**config.mk**
```make
export PLATFORM = sky130hd
export DESIGN_NAME = game_status_display
export DESIGN_NICKNAME = d
export VERILOG_FILES = /design/src/rtl/game_status_display.sv
export SDC_FILE = /design/constraint.sdc
export NUM_CORES = 1
export LEC_CHECK = 0
export ABC_AREA = 1
export BUFFER_PORTS_ARGS = -buffer_cell sky130_fd_sc_hd__clkbuf_2
export CORE_MARGIN = 2
export CORE_UTILIZATION = 62
export CTS_CLUSTER_SIZE = 14
export DETAILED_ROUTE_END_ITERATION = 7
export PLACE_DENSITY = 0.84
export SETUP_SLACK_MARGIN = 0.05
export SKIP_CTS_REPAIR_TIMING = 1
export SLEW_MARGIN = 20
export SYNTH_ARGS = -nofsm -noshare
export SYNTH_HDL_FRONTEND = slang
export SYNTH_SLANG_ARGS = --single-unit
```
**constraint.sdc**
```tcl
create_clock -name clk -period 6.2 [get_ports clk]
set_input_delay 0.62 -clock clk [delete_from_list [all_inputs] [get_ports clk]]
set_output_delay 0.62 -clock clk [all_outputs]
set_load 0.005 [all_outputs]
```
**src/rtl/game_status_display.sv**
```systemverilog
// Multiplexed 4-digit 7-segment renderer for the game FSM status and step count.
// Snapshots inputs once per frame so a frame never shows a mix of old and new values.
module game_status_display #(
  parameter int unsigned SCAN_DIV     = 4,
  parameter int unsigned BLINK_FRAMES = 2
) (
  input  logic       clk,
  input  logic       rst_sw,
  input  logic [1:0] game_status,
  input  logic [5:0] step_number,
  output logic [3:0] an_n,
  output logic [7:0] seg_n,
  output logic       frame_tick
);

  localparam int unsigned SW = $clog2(SCAN_DIV);
  localparam int unsigned FW = (BLINK_FRAMES > 1) ? $clog2(BLINK_FRAMES) : 1;
  localparam logic [SW-1:0] SCAN_LAST  = SW'(SCAN_DIV - 1);
  localparam logic [FW-1:0] BLINK_LAST = FW'(BLINK_FRAMES - 1);

  typedef enum logic [1:0] {
    ST_IDLE = 2'b00,
    ST_RUN  = 2'b01,
    ST_WIN  = 2'b10,
    ST_OVER = 2'b11
  } status_t;

  logic [SW-1:0] scan_cnt;
  logic [1:0]    idx;
  logic          primed;
  status_t       snap_status;
  logic [5:0]    snap_step;
  logic [FW-1:0] frame_cnt;
  logic          blink_phase;

  logic          tick, wrap, snap;
  logic [1:0]    idx_nxt;
  status_t       view_status;
  logic [5:0]    view_step;
  logic [3:0]    tens, ones;
  logic [FW-1:0] frame_nxt;
  logic          phase_nxt;
  logic [7:0]    digit_code;
  logic [7:0]    seg_nxt;

  function automatic logic [7:0] digit_seg(input logic [3:0] d);
    case (d)
      4'd0:    digit_seg = 8'hC0;
      4'd1:    digit_seg = 8'hF9;
      4'd2:    digit_seg = 8'hA4;
      4'd3:    digit_seg = 8'hB0;
      4'd4:    digit_seg = 8'h99;
      4'd5:    digit_seg = 8'h92;
      4'd6:    digit_seg = 8'h82;
      4'd7:    digit_seg = 8'hF8;
      4'd8:    digit_seg = 8'h80;
      4'd9:    digit_seg = 8'h90;
      default: digit_seg = 8'hFF;
    endcase
  endfunction

  function automatic logic [7:0] glyph_seg(input status_t s);
    case (s)
      ST_IDLE: glyph_seg = 8'hBF;
      ST_RUN:  glyph_seg = 8'hAF;
      ST_WIN:  glyph_seg = 8'hC1;
      ST_OVER: glyph_seg = 8'h86;
      default: glyph_seg = 8'hFF;
    endcase
  endfunction

  always_comb begin
    tick    = (scan_cnt == SCAN_LAST);
    wrap    = tick && (idx == 2'd3);
    snap    = tick && (wrap || !primed);
    idx_nxt = idx + 2'd1;

    // Content rendered on a snapshot edge must come from the values being latched
    view_status = snap ? status_t'(game_status) : snap_status;
    view_step   = snap ? step_number : snap_step;

    if      (view_step >= 6'd60) tens = 4'd6;
    else if (view_step >= 6'd50) tens = 4'd5;
    else if (view_step >= 6'd40) tens = 4'd4;
    else if (view_step >= 6'd30) tens = 4'd3;
    else if (view_step >= 6'd20) tens = 4'd2;
    else if (view_step >= 6'd10) tens = 4'd1;
    else                         tens = 4'd0;
    ones = 4'(view_step - 6'(tens) * 6'd10);

    // Blink timing only runs across consecutive WIN frames; anything else restarts it visible
    frame_nxt = frame_cnt;
    phase_nxt = blink_phase;
    if (wrap) begin
      if (view_status != ST_WIN || snap_status != ST_WIN) begin
        frame_nxt = '0;
        phase_nxt = 1'b0;
      end else if (frame_cnt == BLINK_LAST) begin
        frame_nxt = '0;
        phase_nxt = ~blink_phase;
      end else begin
        frame_nxt = frame_cnt + 1'b1;
      end
    end

    case (idx_nxt)
      2'd0:    digit_code = digit_seg(ones);
      2'd1:    digit_code = (tens == 4'd0) ? 8'hFF : digit_seg(tens);
      2'd2:    digit_code = 8'hFF;
      default: digit_code = glyph_seg(view_status);
    endcase
    seg_nxt = (view_status == ST_WIN && phase_nxt) ? 8'hFF : digit_code;
  end

  always_ff @(posedge clk or negedge rst_sw) begin
    if (!rst_sw) begin
      scan_cnt    <= '0;
      idx         <= '0;
      primed      <= 1'b0;
      snap_status <= ST_IDLE;
      snap_step   <= '0;
      frame_cnt   <= '0;
      blink_phase <= 1'b0;
      an_n        <= '1;
      seg_n       <= '1;
      frame_tick  <= 1'b0;
    end else begin
      scan_cnt   <= tick ? '0 : scan_cnt + 1'b1;
      frame_tick <= wrap;
      if (tick) begin
        idx    <= idx_nxt;
        primed <= 1'b1;
        an_n   <= ~(4'b0001 << idx_nxt);
        seg_n  <= seg_nxt;
      end
      if (snap) begin
        snap_status <= view_status;
        snap_step   <= view_step;
      end
      frame_cnt   <= frame_nxt;
      blink_phase <= phase_nxt;
    end
  end

endmodule

```
==> results.py, run 1 <==
metrics = {
    "final_layout": {
        "final_nets": 291,
        "diodes": 0,
        "layout.cells.non_filler": 293,
        "drive_gt1_share_pct": 23.46,
        "fin_area_um2": 2048,
        "num-fill-cells": 263,
        "areaGrowthSynthToFinish_pct": 7.203,
    },
    "sta": {
        "post-route-period-util_pct": 62.74,
        "drv_slew": 0,
        "clock.fmax_ghz": 0.2571,
        "slew_headroom_pct": 43.95,
        "holdWs_ns": 0.2834,
        "hold_viol_final": 0,
        "fin_skew_ns": 0.001215,
        "rsz0062_at_grt": "false",
        "worst_pin_slew_ns": 0.8408,
        "fin_crit_ns": 3.890,
        "fin_tns_setup_ns": 0,
        "final-setup-viol-count": 0,
    },
    "synth": {
        "synth_fp_nets": 270,
        "synth_cell_types": 35,
        "ys.warnings.count": 0,
        "synth_top_area_share_pct": 20.96,
        "synthTopCellsByArea": "dfrtp_1, dfstp_2, ha_1",
        "synth_top_cell_by_area": "dfrtp_1",
        "syn_avg_cell_area_um2": 7.961,
        "synth_flop_cell": "dfrtp_1",
        "synth-edff-count": 0,
        "async_flop_share_pct": 100.0,
        "syn_inst": 240,
        "synth_common_cells": "nand2_1, nor2_1, inv_1",
        "ys_seq_elements": 27,
        "yosysMostFrequentCell": "nand2_1",
        "synth_area_um2": 1911,
        "ys_seq_area_share_pct": 36.08,
    },
    "clock_network": {
        "cts_max_level": 1,
        "cts_buffers": 3,
        "cts_root_buf": "clkbuf_4",
        "cts_tree": "done",
        "clkTransAtPathRegs_ns": 0.14,
        "clk_latency_ns": 0.32,
        "cts.path.max_buffers": 2,
        "cts_num_sinks": 27,
    },
    "detailed_routing": {
        "route.detailed.drc": 0,
        "wl_um": 3542,
        "viasPerCell": 5.331,
        "drtPass1Iterations": 4,
        "detail_route.iter0.violations": 56,
        "vias": 1562,
        "wl_per_cell_um": 12.09,
        "drtAntennaViolNets": 0,
    },
    "power_and_ir_drop": {
        "total_power_mw": 0.4077,
        "seq_power_share_pct": 53.1,
        "clkPwrFrac_pct": 18.4,
        "p_sw_share_pct": 31.88,
        "internal_power_mw": 0.2777,
        "p_leak_nw": 1.105,
        "p_per_area_nw_per_um2": 199.0,
        "switchingPower_mw": 0.1299,
        "vdd_ir_drop_max_uv": 75.21,
        "power.combinational.fraction_pct": 28.5,
    },
    "floorplan": {
        "die_h_um": 59.51,
        "rows": 20,
        "ios": 23,
        "core_area_um2": 3003,
        "dieArea_um2": 3541,
        "die_w_um": 59.51,
        "initial_core_util_pct": 63.62,
    },
    "critical_path": {
        "crit_family": "simple AND/OR/NAND/NOR gates",
        "worstPathRequired_ns": 6.47,
        "critical_path_buf_inv_count": 2,
        "cp_common_cell": "nand2_1",
        "crit_path_max_fanout": 23,
        "critPathArrivalTime_ns": 4.16,
        "slowest_stage": "ha_1",
        "critPathCaptureType": "register",
        "critical-path-max-stage-delay_ns": 0.72,
        "crit_chain": "ha_1 > nand3_1 > nand2_4 > inv_1 > nand2_1 > nand2_1 > nand2_1 > nand2_1 > nand2_1 > a21oi_1 > ha_1 > fa_1 > xnor2_1 > nand3b_1 > nand2_1 > nand3_1 > nand2_1 > inv_2 > o21ai_0 > nand3_1 > nand2_1 > a21oi_2",
        "start_kind": "register",
        "worstSetupPathType": "reg2reg",
    },
    "global_routing": {
        "grt-ovfl-total": 0,
        "grt_max_degree": 28,
        "antenna_found_initial": 0,
        "grt_pass1_vias": 1471,
        "grt_pass1_wl_um": 6147,
        "track_usage_pct": 22.79,
    },
    "placement": {
        "post_dp_cell_area_um2": 2022,
        "place_congestion": 0.9096,
        "dpl.hpwl_um": 2802,
        "dp.cells": 289,
        "portBuffers": 21,
    },
    "run": {
        "max_cap_viol_count": 0,
    },
    "worst_hold_path": {
        "hold_class": "in2async",
    },
    "run_status": {
        "status": "complete, no violations",
    },
}
cells by family after synthesis:
logic type,count (synthesis),synth area share (%)
xor gates and xnor gates,3,1.375
adders and majority gates,20,13.49
other,1,0.1963
AOI/OAI and AO/OA,42,13.49
and+or+nand+nor,110,27.24
DFF,27,36.08
buffers and inverters,37,8.120
per-stage QoR:
| stage | setup WS (ns) | util [%] |
|---|---|---|
| after floorplan | 3.066 | - |
| after global placement | 2.460 | 67.33 |
| after detailed placement | 2.366 | 67.33 |
| after CTS | 2.328 | 68.21 |
| after global routing | 1.779 | 68.21 |
| final | 2.310 | 68.21 |
state kept, by name, summed over array words and instances (netlist names):
signal	cells
seg_n	7
snap_step	6
an_n	4
idx	2
scan_cnt	2
snap_status	2
blink_phase	1
frame_cnt	1
frame_tick	1
primed	1
area by class of cell:
class / instances / area (um2) / share of cell area [%]
Multi-Input combinational cell: 176 / 1066 / 52.05
Sequential cell: 27 / 689.4 / 33.66
Timing Repair Buffer: 21 / 105.1 / 5.131
Inverter: 32 / 120.1 / 5.864
Clock buffer: 4 / 26.28 / 1.283
Tap cell: 33 / 41.29 / 2.016
path summary, 6_finish.rpt:
kind	startpoint	end	slack (ns)	cells after the start
max in group asynchronous	rst_sw	idx[1]$_DFFE_PN0P_	5.51	1
min	rst_sw	frame_cnt$_DFFE_PN0P_	0.28	1
min reg2reg	scan_cnt[0]$_DFF_PN0_	scan_cnt[0]$_DFF_PN0_	0.44	1
max reg2reg	scan_cnt[0]$_DFF_PN0_	seg_n[1]$_DFFE_PN1P_	2.31	22
min in group clk	scan_cnt[0]$_DFF_PN0_	scan_cnt[0]$_DFF_PN0_	0.44	1
max	scan_cnt[0]$_DFF_PN0_	seg_n[1]$_DFFE_PN1P_	2.31	22
cell usage in the layout (no fill, tap or decap), types with 2 or more instances in the layout:
cell,synthesis,final
nand2_1,52,52
nor2_1,27,27
inv_1,26,26
clkbuf_2,0,21
ha_1,19,19
o21ai_0,17,17
dfrtp_1,16,16
a21oi_1,13,13
nand3_1,12,12
dfstp_2,11,11
nand2_4,6,6
inv_2,5,5
nand2_2,5,5
clkbuf_4,0,3
nand3b_1,2,2
o21a_1,2,2
o21ai_2,2,2
nor2_4,2,2
xor2_1,2,2
o21ai_1,2,2
a21oi_2,2,2
power by group through the flow:
stage | registers [mW] | clock network (mW) | logic [mW]
2_1_floorplan | 0.220 | 0 | 0.0761
3_3_place_gp | 0.219 | 0 | 0.115
3_5_place_dp | 0.219 | 0 | 0.116
4_1_cts | 0.216 | 0.0772 | 0.117
5_1_grt | 0.218 | 0.0818 | 0.135
6_report | 0.216 | 0.0752 | 0.116
metal layers:
| layer | GRT usage [%] | share of wire [%] |
|---|---|---|
| met5 | 0 | 0 |
| met4 | 7.619 | 1.5 |
| met3 | 1.965 | 2.5 |
| met2 | 40.82 | 50 |
| met1 | 28.63 | 46 |
(Power assumes the default switching activity.)
==> inputs of run 2 (changes only) <==
--- a/config.mk
+++ b/config.mk
@@ -8,10 +8,10 @@
 export ABC_AREA = 1
 export BUFFER_PORTS_ARGS = -buffer_cell sky130_fd_sc_hd__clkbuf_2
 export CORE_MARGIN = 2
-export CORE_UTILIZATION = 62
+export CORE_UTILIZATION = 52
 export CTS_CLUSTER_SIZE = 14
 export DETAILED_ROUTE_END_ITERATION = 7
-export PLACE_DENSITY = 0.84
+export PLACE_DENSITY = 0.75
 export SETUP_SLACK_MARGIN = 0.05
 export SKIP_CTS_REPAIR_TIMING = 1
 export SLEW_MARGIN = 20
==> constraint.sdc (replaced) <==
create_clock -name clk -period 3.21 [get_ports clk]
set_input_delay 0.321 -clock clk [delete_from_list [all_inputs] [get_ports clk]]
set_output_delay 0.321 -clock clk [all_outputs]
set_load 0.005 [all_outputs]
==> results.py, run 2 (same netlist as run 1, synthesis figures left out) <==
metrics = {
    "run_status": {
        "status": "finished, violations left",
        "violations": "design-rule violations",
    },
    "critical_path": {
        "worstPathRequired_ns": 3.41,
        "cp_common_cell": "o21ai_0",
        "crit_path_max_fanout": 6,
        "critPathArrivalTime_ns": 3.38,
        "start_kind": "register",
        "critical-path-max-stage-delay_ns": 0.59,
        "slowest_stage": "fa_2",
        "critical_path_buf_inv_count": 4,
        "crit_chain": "ha_4 > inv_6 > nand2_8 > nand3_2 > nand2_4 > buf_4 > o21ai_4 > inv_2 > o21ai_0 > fa_2 > clkbuf_2 > nand2_1 > o21ai_0 > a21oi_1 > o21ai_0 > a21oi_1",
        "worstSetupPathType": "reg2reg",
        "critPathCaptureType": "register",
        "crit_family": "compound AO/OA/AOI/OAI gates",
    },
    "floorplan": {
        "core_area_um2": 3606,
        "ios": 23,
        "die_w_um": 64.62,
        "dieArea_um2": 4175,
        "rows": 22,
        "die_h_um": 64.62,
        "initial_core_util_pct": 52.98,
    },
    "sta": {
        "rsz0062_at_grt": "true",
        "post-route-period-util_pct": 98.97,
        "slew_headroom_pct": 55.08,
        "worst_pin_slew_ns": 0.6737,
        "fin_skew_ns": 0.008516,
        "drv_slew": 0,
        "clock.fmax_ghz": 0.3148,
        "holdWs_ns": 0.06494,
        "final-setup-viol-count": 0,
        "hold_viol_final": 0,
        "fin_crit_ns": 3.177,
    },
    "placement": {
        "portBuffers": 21,
        "dp.cells": 316,
        "place_congestion": 0.8550,
        "dpl.hpwl_um": 2939,
    },
    "clock_network": {
        "cts_num_sinks": 27,
        "cts_tree": "done",
        "clk_latency_ns": 0.27,
        "cts_buffers": 3,
        "cts_max_level": 1,
        "cts.path.max_buffers": 2,
        "clkTransAtPathRegs_ns": 0.10,
        "cts_root_buf": "clkbuf_8",
    },
    "global_routing": {
        "grt_pass1_wl_um": 6844,
        "antenna_found_initial": 0,
        "grt_pass1_vias": 1580,
        "grt_max_degree": 28,
        "grt-ovfl-total": 0,
        "track_usage_pct": 20.44,
    },
    "power_and_ir_drop": {
        "internal_power_mw": 0.6077,
        "power.combinational.fraction_pct": 31.5,
        "switchingPower_mw": 0.2811,
        "vdd_ir_drop_max_uv": 164.7,
        "total_power_mw": 0.8889,
        "p_sw_share_pct": 31.63,
        "p_leak_nw": 1.225,
        "clkPwrFrac_pct": 21.5,
        "p_per_area_nw_per_um2": 373.7,
        "seq_power_share_pct": 46.9,
    },
    "final_layout": {
        "final_nets": 311,
        "top_register": "seg_n",
        "areaGrowthSynthToFinish_pct": 24.49,
        "final_common_cell": "nand2_1",
        "layout_common_cells": "nand2_1, nor2_1, inv_1, clkbuf_2, buf_4",
        "diodes": 0,
        "num-fill-cells": 287,
        "largest_reg_flops": 7,
        "multi_input_area_um2": 1220,
        "drive_gt1_share_pct": 37.50,
        "biggestRegsByFlops": "seg_n (7), snap_step (6), an_n (4)",
        "ff_latch_area_um2": 689.4,
        "layout.cells.non_filler": 328,
    },
    "detailed_routing": {
        "wl_per_cell_um": 13.32,
        "detail_route.iter0.violations": 94,
        "drtAntennaViolNets": 0,
        "wl_um": 4370,
        "viasPerCell": 5.162,
        "vias": 1693,
        "drtPass1Iterations": 7,
        "route.detailed.drc": 2,
    },
    "worst_hold_path": {
        "hold_class": "in2async",
    },
    "run": {
        "max_cap_viol_count": 0,
    },
}
## run 2: power by group through the flow
stage          clock (mW)  sequential, mW  combinational (mW)
2_1_floorplan           0           0.424               0.147
3_3_place_gp            0           0.421               0.229
3_5_place_dp            0           0.423               0.234
4_1_cts             0.194           0.417               0.236
5_1_grt             0.212           0.421               0.317
6_report            0.191           0.417               0.280
## run 2: stage by stage
step	TNS (ns)	util (%)	worst slack [ns]	cell area [um2]
3_5_place_dp	-0.05924	59.09	-0.05726	2131
5_1_grt	-1.317	65.96	-0.2572	2379
2_1_floorplan	0	-	0.07599	1911
6_report	0	65.96	0.03317	2379
4_1_cts	-0.2867	60.37	-0.08627	2177
3_3_place_gp	0	59.09	0.04720	2131
## run 2: routing by layer
metal  vias up  routed length, um  global-route usage, %
met1       793               1795                  26.81
met2        54               2319                  35.81
met4         0                 74                  6.649
met5         -                  0                      0
li1        838                  -                      -
met3         8                180                  1.563
## run 2: final cells by class
cell class                 instances  area share (%)
multi-input combinational        178           51.29
sequential                        27           28.98
timing repair buffer              39           9.995
inverter                          32           5.260
tap                               48           2.525
clock buffer                       3           1.736
clock inverter                     1          0.2104
## run 2: path summary, 6_finish.rpt
path                                      startpoint  slack [ns]                         end  cells after the start
worst max-delay path              idx[1]$_DFFE_PN0P_        0.03        seg_n[5]$_DFFE_PN1P_                     16
worst min-delay path                          rst_sw        0.06       scan_cnt[1]$_DFF_PN0_                      1
worst max register to register    idx[1]$_DFFE_PN0P_        0.03        seg_n[5]$_DFFE_PN1P_                     16
worst min register to register  seg_n[6]$_DFFE_PN1P_        0.47        seg_n[6]$_DFFE_PN1P_                      2
max in group asynchronous                     rst_sw        2.71  snap_status[1]$_DFFE_PN0N_                      1
min in group clk                      step_number[0]        0.31    snap_step[0]$_DFFE_PN0N_                      2
